==> src/rtl/diila_seq.sv <==
// ---------------------------------------------------------------------------
// diila_seq -- Wishbone-master sequencer for the diila trace logger.
//
// Purpose:
//   arm_i  : programs the post-trigger count (adr 1) and the skip count
//            (adr 2), then the trigger word (adr 0). Writing the trigger
//            word arms the logger.
//   dump_i : reads the whole trace memory. The trigger band is read first,
//            then the data bands. Each word is sent out on a 32-bit
//            valid/ready stream, and st_last_o marks the final word.
//   This block is the only master of the diila WB slave. Only one transfer
//   is in flight at a time, and there is at least one idle cycle between
//   transfers.
//
// Ports:
//   wb_clk_i, wb_rst_ni      clock, asynchronous active-low reset
//   arm_i, dump_i            command pulses, accepted only while idle
//   cfg_trig_i/post_i/skip_i configuration, sampled on an accepted arm_i
//   busy_o                   sequencer not idle
//   err_o                    sticky WB error; cleared by the next command
//   m_*                      Wishbone master (word address = byte adr[23:2])
//   st_data_o/valid_o/last_o stream output; st_ready_i is the back-pressure
// ---------------------------------------------------------------------------
module diila_seq #(
  parameter int DATA_WIDTH = 96
) (
  input  logic        wb_clk_i,
  input  logic        wb_rst_ni,
  input  logic        arm_i,
  input  logic        dump_i,
  input  logic [31:0] cfg_trig_i,
  input  logic [9:0]  cfg_post_i,
  input  logic [31:0] cfg_skip_i,
  output logic        busy_o,
  output logic        err_o,
  output logic [21:0] m_adr_o,
  output logic [31:0] m_dat_o,
  output logic [3:0]  m_sel_o,
  output logic        m_we_o,
  output logic        m_cyc_o,
  output logic        m_stb_o,
  input  logic [31:0] m_dat_i,
  input  logic        m_ack_i,
  input  logic        m_err_i,
  output logic [31:0] st_data_o,
  output logic        st_valid_o,
  output logic        st_last_o,
  input  logic        st_ready_i
);

  // Band 0 is the trigger band. Bands 1..DATA_WORDS hold the data words.
  localparam int          DATA_WORDS = DATA_WIDTH / 32;
  localparam logic [11:0] LAST_BAND  = 12'(DATA_WORDS);
  localparam logic [9:0]  LAST_IDX   = 10'h3ff;

  typedef enum logic [2:0] {
    S_IDLE,
    S_WR_POST,
    S_WR_SKIP,
    S_WR_TRIG,
    S_RD_REQ,
    S_PUSH
  } state_t;

  state_t      state_q;

  // Configuration latched on an accepted arm_i.
  logic [9:0]  post_q;
  logic [31:0] skip_q;
  logic [31:0] trig_q;

  // Read cursor. The address sent on the bus is {band, idx}.
  logic [11:0] band_q;
  logic [9:0]  idx_q;
  logic [11:0] band_d;
  logic [9:0]  idx_d;
  logic        last_word;

  // Registered bus and stream outputs.
  logic [21:0] adr_q;
  logic [31:0] dat_q;
  logic [3:0]  sel_q;
  logic        we_q;
  logic        cyc_q;
  logic        stb_q;
  logic        err_q;
  logic [31:0] st_data_q;
  logic        st_valid_q;
  logic        st_last_q;

  // Address and data of the write that belongs to the current write state.
  logic [21:0] wr_adr;
  logic [31:0] wr_dat;

  always_comb begin
    idx_d     = idx_q + 10'd1;
    band_d    = (idx_q == LAST_IDX) ? band_q + 12'd1 : band_q;
    last_word = (band_q == LAST_BAND) && (idx_q == LAST_IDX);
  end

  always_comb begin
    wr_adr = 22'd1;
    wr_dat = {22'b0, post_q};
    case (state_q)
      S_WR_SKIP: begin
        wr_adr = 22'd2;
        wr_dat = skip_q;
      end
      S_WR_TRIG: begin
        wr_adr = 22'd0;
        wr_dat = trig_q;
      end
      default: ;
    endcase
  end

  // A transfer stays on the bus until it is acked or errored. On completion,
  // cyc/stb are cleared and the FSM moves to the next state with stb low.
  // That state raises stb one cycle later, which gives the idle gap between
  // transfers. The first transfer of a command is issued directly from
  // IDLE, so stb rises in the cycle after the command is accepted.
  always_ff @(posedge wb_clk_i or negedge wb_rst_ni) begin
    if (!wb_rst_ni) begin
      state_q    <= S_IDLE;
      post_q     <= '0;
      skip_q     <= '0;
      trig_q     <= '0;
      band_q     <= '0;
      idx_q      <= '0;
      adr_q      <= '0;
      dat_q      <= '0;
      sel_q      <= '0;
      we_q       <= 1'b0;
      cyc_q      <= 1'b0;
      stb_q      <= 1'b0;
      err_q      <= 1'b0;
      st_data_q  <= '0;
      st_valid_q <= 1'b0;
      st_last_q  <= 1'b0;
    end else begin
      sel_q <= 4'hf;
      case (state_q)
        S_IDLE: begin
          // arm_i has priority. A simultaneous dump_i is dropped.
          if (arm_i) begin
            err_q   <= 1'b0;
            post_q  <= cfg_post_i;
            skip_q  <= cfg_skip_i;
            trig_q  <= cfg_trig_i;
            cyc_q   <= 1'b1;
            stb_q   <= 1'b1;
            we_q    <= 1'b1;
            adr_q   <= 22'd1;
            dat_q   <= {22'b0, cfg_post_i};
            state_q <= S_WR_POST;
          end else if (dump_i) begin
            err_q   <= 1'b0;
            band_q  <= '0;
            idx_q   <= '0;
            cyc_q   <= 1'b1;
            stb_q   <= 1'b1;
            we_q    <= 1'b0;
            adr_q   <= '0;
            state_q <= S_RD_REQ;
          end
        end

        S_WR_POST, S_WR_SKIP, S_WR_TRIG: begin
          if (!stb_q) begin
            cyc_q <= 1'b1;
            stb_q <= 1'b1;
            we_q  <= 1'b1;
            adr_q <= wr_adr;
            dat_q <= wr_dat;
          end else if (m_err_i) begin
            cyc_q   <= 1'b0;
            stb_q   <= 1'b0;
            we_q    <= 1'b0;
            err_q   <= 1'b1;
            state_q <= S_IDLE;
          end else if (m_ack_i) begin
            cyc_q <= 1'b0;
            stb_q <= 1'b0;
            we_q  <= 1'b0;
            case (state_q)
              S_WR_POST: state_q <= S_WR_SKIP;
              S_WR_SKIP: state_q <= S_WR_TRIG;
              default:   state_q <= S_IDLE;
            endcase
          end
        end

        S_RD_REQ: begin
          if (!stb_q) begin
            cyc_q <= 1'b1;
            stb_q <= 1'b1;
            we_q  <= 1'b0;
            adr_q <= {band_q, idx_q};
          end else if (m_err_i) begin
            // An errored read produces no stream word.
            cyc_q   <= 1'b0;
            stb_q   <= 1'b0;
            err_q   <= 1'b1;
            state_q <= S_IDLE;
          end else if (m_ack_i) begin
            cyc_q      <= 1'b0;
            stb_q      <= 1'b0;
            st_data_q  <= m_dat_i;
            st_valid_q <= 1'b1;
            st_last_q  <= last_word;
            state_q    <= S_PUSH;
          end
        end

        S_PUSH: begin
          // Single-word buffer: the next read waits until this word has been
          // accepted.
          if (st_ready_i) begin
            st_valid_q <= 1'b0;
            st_last_q  <= 1'b0;
            idx_q      <= idx_d;
            band_q     <= band_d;
            state_q    <= last_word ? S_IDLE : S_RD_REQ;
          end
        end

        default: state_q <= S_IDLE;
      endcase
    end
  end

  assign busy_o     = (state_q != S_IDLE);
  assign err_o      = err_q;
  assign m_adr_o    = adr_q;
  assign m_dat_o    = dat_q;
  assign m_sel_o    = sel_q;
  assign m_we_o     = we_q;
  assign m_cyc_o    = cyc_q;
  assign m_stb_o    = stb_q;
  assign st_data_o  = st_data_q;
  assign st_valid_o = st_valid_q;
  assign st_last_o  = st_last_q;

endmodule

==> config.mk <==
export PLATFORM = sky130hd
export DESIGN_NAME = diila_seq
export DESIGN_NICKNAME = d
export VERILOG_FILES = /design/src/rtl/diila_seq.sv
export SDC_FILE = /design/constraint.sdc
export NUM_CORES = 1
export LEC_CHECK = 0
export CAP_MARGIN = 5
export CORE_UTILIZATION = 50
export CTS_BUF_LIST = sky130_fd_sc_hd__clkbuf_8 sky130_fd_sc_hd__clkbuf_16
export DETAILED_ROUTE_END_ITERATION = 8
export PLACE_DENSITY = 0.81
export SETUP_SLACK_MARGIN = 0.05
export SYNTH_ARGS = -nofsm -noshare
export SYNTH_HDL_FRONTEND = slang
export SYNTH_SLANG_ARGS = --single-unit
export TNS_END_PERCENT = 30
==> constraint.sdc <==
create_clock -name wb_clk_i -period 2.36 [get_ports wb_clk_i]
set_input_delay 0.472 -clock wb_clk_i [delete_from_list [all_inputs] [get_ports wb_clk_i]]
set_output_delay 0.472 -clock wb_clk_i [all_outputs]
set_load 0.02 [all_outputs]
==> results.toml <==
[synthesis]
yosysUniqueCellTypes = 52
synthAdderAreaFrac_pct = 0.293
synth_top_family_by_area = "multiplexers"
synthesis.nets = 842
synth_compound_area_share_pct = 8.62
synth-edff-count = 0
synth_async_sr_flop_share_pct = 100
synth_warnings = 0
synthesis.area_um2 = 8530
ys_ff_latch = 192
muxShareOfSynthArea_pct = 20.9
syn_avg_cell_area_um2 = 11.7
post_synth_and_or_nand_nor_area_fraction_pct = 9.90
syn_inst = 727
yosysSeqAreaShare_pct = 56.3
synth-main-ff-cell = "dfrtp_1"
synth_xor_xnor_area_share_pct = 0

[power_and_ir_drop]
power_density_nw_per_um2 = 1220
peakVddDrop_mv = 0.706
p_leak_nw = 4.90

[detailed_routing]
dr.pass1.iters = 4
drc_errors = 0
vias = 6365
wl_per_cell_um = 16.9
ant_nets = 0
drtIter0Drc = 323
postRouteWirelength_um = 19900
vias_per_cell = 5.39

[cts]
cts_max_level = 4
clk_pin_slew_worst_paths_ns = 0.06
cts_made_buffers = 17
cts-root-buf = "clkbuf_16"
postCtsHoldBufs = 0
clk_path_buf_depth = 2
cts_tree = "done"
clk_latency_ns = 0.43
postCtsSetupBuffers = 0
clock_sinks = 192

[global_routing]
grt_antenna_before_repair = 1
gr-total-overflow = 0
grt_pass1_vias = 6582
grtUsageTotal_pct = 23.8
grt_max_degree = 63
grt_pass1_wl_um = 33100

[setup_path]
startpoint_type = "input pin"
crit_arrival_ns = 2.59
r2r-start = "idx_q[1]"
end_kind = "flop"
path_max_fanout = 7
startpoint = "dump_i"
r2r-end = "band_q[11]"
slowest_delay_ns = 0.55
path_cells = "clkdlybuf4s50_1 > or4b_4 > a21o_4 > buf_4 > or4_1 > a21oi_1"
r2r_cells = 5
cpMaxStageDelayCell = "clkdlybuf4s50_1"
crit_type = "input pin to flop"
crit_required_ns = 2.70
r2r_setup_slack_ns = 0.19

[sta]
hold_violations = 0
whs_ns = 0.0346
fin_crit_ns = 2.24
max_freq_ghz = 0.446
grt_setup_unrepaired = "no"
clock_skew_ns = 0.00678
slew_violations = 0
relSlewSlack_pct = 58.6
tns_ns = 0
setup_viol = 0
fin_crit_sh_pct = 95.0
worstMarginPinSlew_ns = 0.621

[placed_design]
place_congestion = 0.834
io_buffers = 209
dp_hpwl_um = 14100

[run]
maxCapViolations = 0

[final_layout]
final_nets = 1062
drive_gt1_share_pct = 19.6
nFillCells = 1255
syn2layout_area_growth_pct = 36.2
final_util_pct = 69.8

[floorplan]
dieArea_um2 = 17600
coreArea_um2 = 16600
die_x_um = 133
die_h_um = 133
initial_core_util_pct = 51.3
ios = 210
row_count = 47

[run_status]
status = "complete, no violations"

[worst_hold_path]
hold_class = "input pin to asynchronous set/reset pin"
[per-layer routing]
layer  share of wire (%)  global-route usage (%)  vias to the layer above
li1                    -                       -                     2999
met1                  42                    29.9                     3188
met2                  50                    40.0                      160
met3                 6.1                    7.39                       18
met4                 1.3                    6.13                        0
met5                   0                       0                        -
[sequential cells by signal, indices dropped and copies added, names as in the netlist, 3 cells and up]
signal	cells
state_q	3
skip_q	32
band_q	12
post_q	10
m_dat_o	32
m_adr_o	22
trig_q	32
idx_q	10
st_data_o	32
[critical path: cells and delay by family]
family,cells,cell delay [ns]
simple gates,2,0.98
buf+inv,2,0.71
compound gates,2,0.42
[cells in the mapped netlist, drive strengths merged, types with 2 or more instances]
cell type | instances | area (um^2)
and2 | 4 | 25.0
mux2i | 57 | 571
o211ai | 3 | 22.5
a31oi | 2 | 12.5
mux2 | 108 | 1220
nand2b | 14 | 87.6
o41ai | 3 | 26.3
nor2b | 4 | 25.0
nand3 | 9 | 45.0
nor3 | 5 | 25.0
inv | 25 | 93.8
a21o | 3 | 22.5
or4b | 2 | 23.8
o21ai | 39 | 195
and3 | 6 | 37.5
ha | 2 | 25.0
clkbuf | 23 | 86.3
o221ai | 3 | 26.3
buf | 26 | 146
nor4 | 4 | 25.0
dfrtp | 192 | 4800
nor2 | 21 | 78.8
nand3b | 2 | 15.0
or4 | 9 | 67.6
nand4 | 7 | 43.8
o31ai | 24 | 180
nand2 | 82 | 308
a21oi | 28 | 140
a211oi | 2 | 15.0
[cell usage in the layout (no fill, tap or decap), types with 6 or more instances in the layout]
cell             count
mux2i_1             56
nand4_1              7
buf_4               35
nor2_1              21
o21ai_0             38
nand2b_1            14
nand2_1             82
o31ai_1             24
a21oi_1             28
mux2_2             108
inv_1               28
buf_12               6
nand3_1              9
or4_1                9
dfrtp_1            191
clkdlybuf4s50_1    207
clkbuf_16           17
and3_1               6
[kinds of logic (layout without fill, tap and decap cells)]
| kind of cell | count (synthesis) | after routing |
|---|---|---|
| AOI/OAI and AO/OA | 118 | 118 |
| adders and majority gates | 2 | 2 |
| buffers and inverters | 75 | 307 |
| DFF | 192 | 192 |
| muxes | 165 | 165 |
| other | 1 | 2 |
| and+or+nand+nor | 174 | 174 |
[where the power goes]
part           switching [W]  internal (W)
combinational        0.00309       0.00325
clock                0.00121       0.00138
sequential          0.000708       0.00457
total                0.00501       0.00920
[worst max-delay path by stage]
stage	slack [ns]	to	cells past startpoint
floorplan	0.22	band_q[10]	6
global placement	-0.26	band_q[7]	6
detailed placement	-0.30	band_q[6]	6
CTS	0.12	band_q[6]	6
global route	0.06	band_q[11]	5
finish	0.12	band_q[6]	6
[layout make-up]
cell class / count / area [um^2] / area share [%]
clock buffer: 19 / 453 / 3.90
inverter: 26 / 97.6 / 0.840
multi-input combinational: 460 / 3430 / 29.6
clock inverter: 12 / 72.6 / 0.625
antenna: 1 / 2.50 / 0.0215
sequential: 192 / 4810 / 41.4
tap: 220 / 275 / 2.37
timing repair buffer: 250 / 2480 / 21.3
[repair_timing]
item / in CTS / in global routing
pin swaps: 0 / 0
setup endpoints to repair: 1 / 1
gates resized for setup: 1 / 1
[stage by stage]
stage	cells	instance area, um^2	worst slack, ns	total power, W
after global routing	1179	11600	0.0629	0.0151
after detailed placement	1148	11100	-0.303	0.0117
after global placement	1148	11100	-0.259	0.0115
after CTS	1179	11600	0.124	0.0143
final	1180	11600	0.118	0.0142
after floorplan	727	8530	0.221	0.00907
Power figures use the tool's default switching activity.
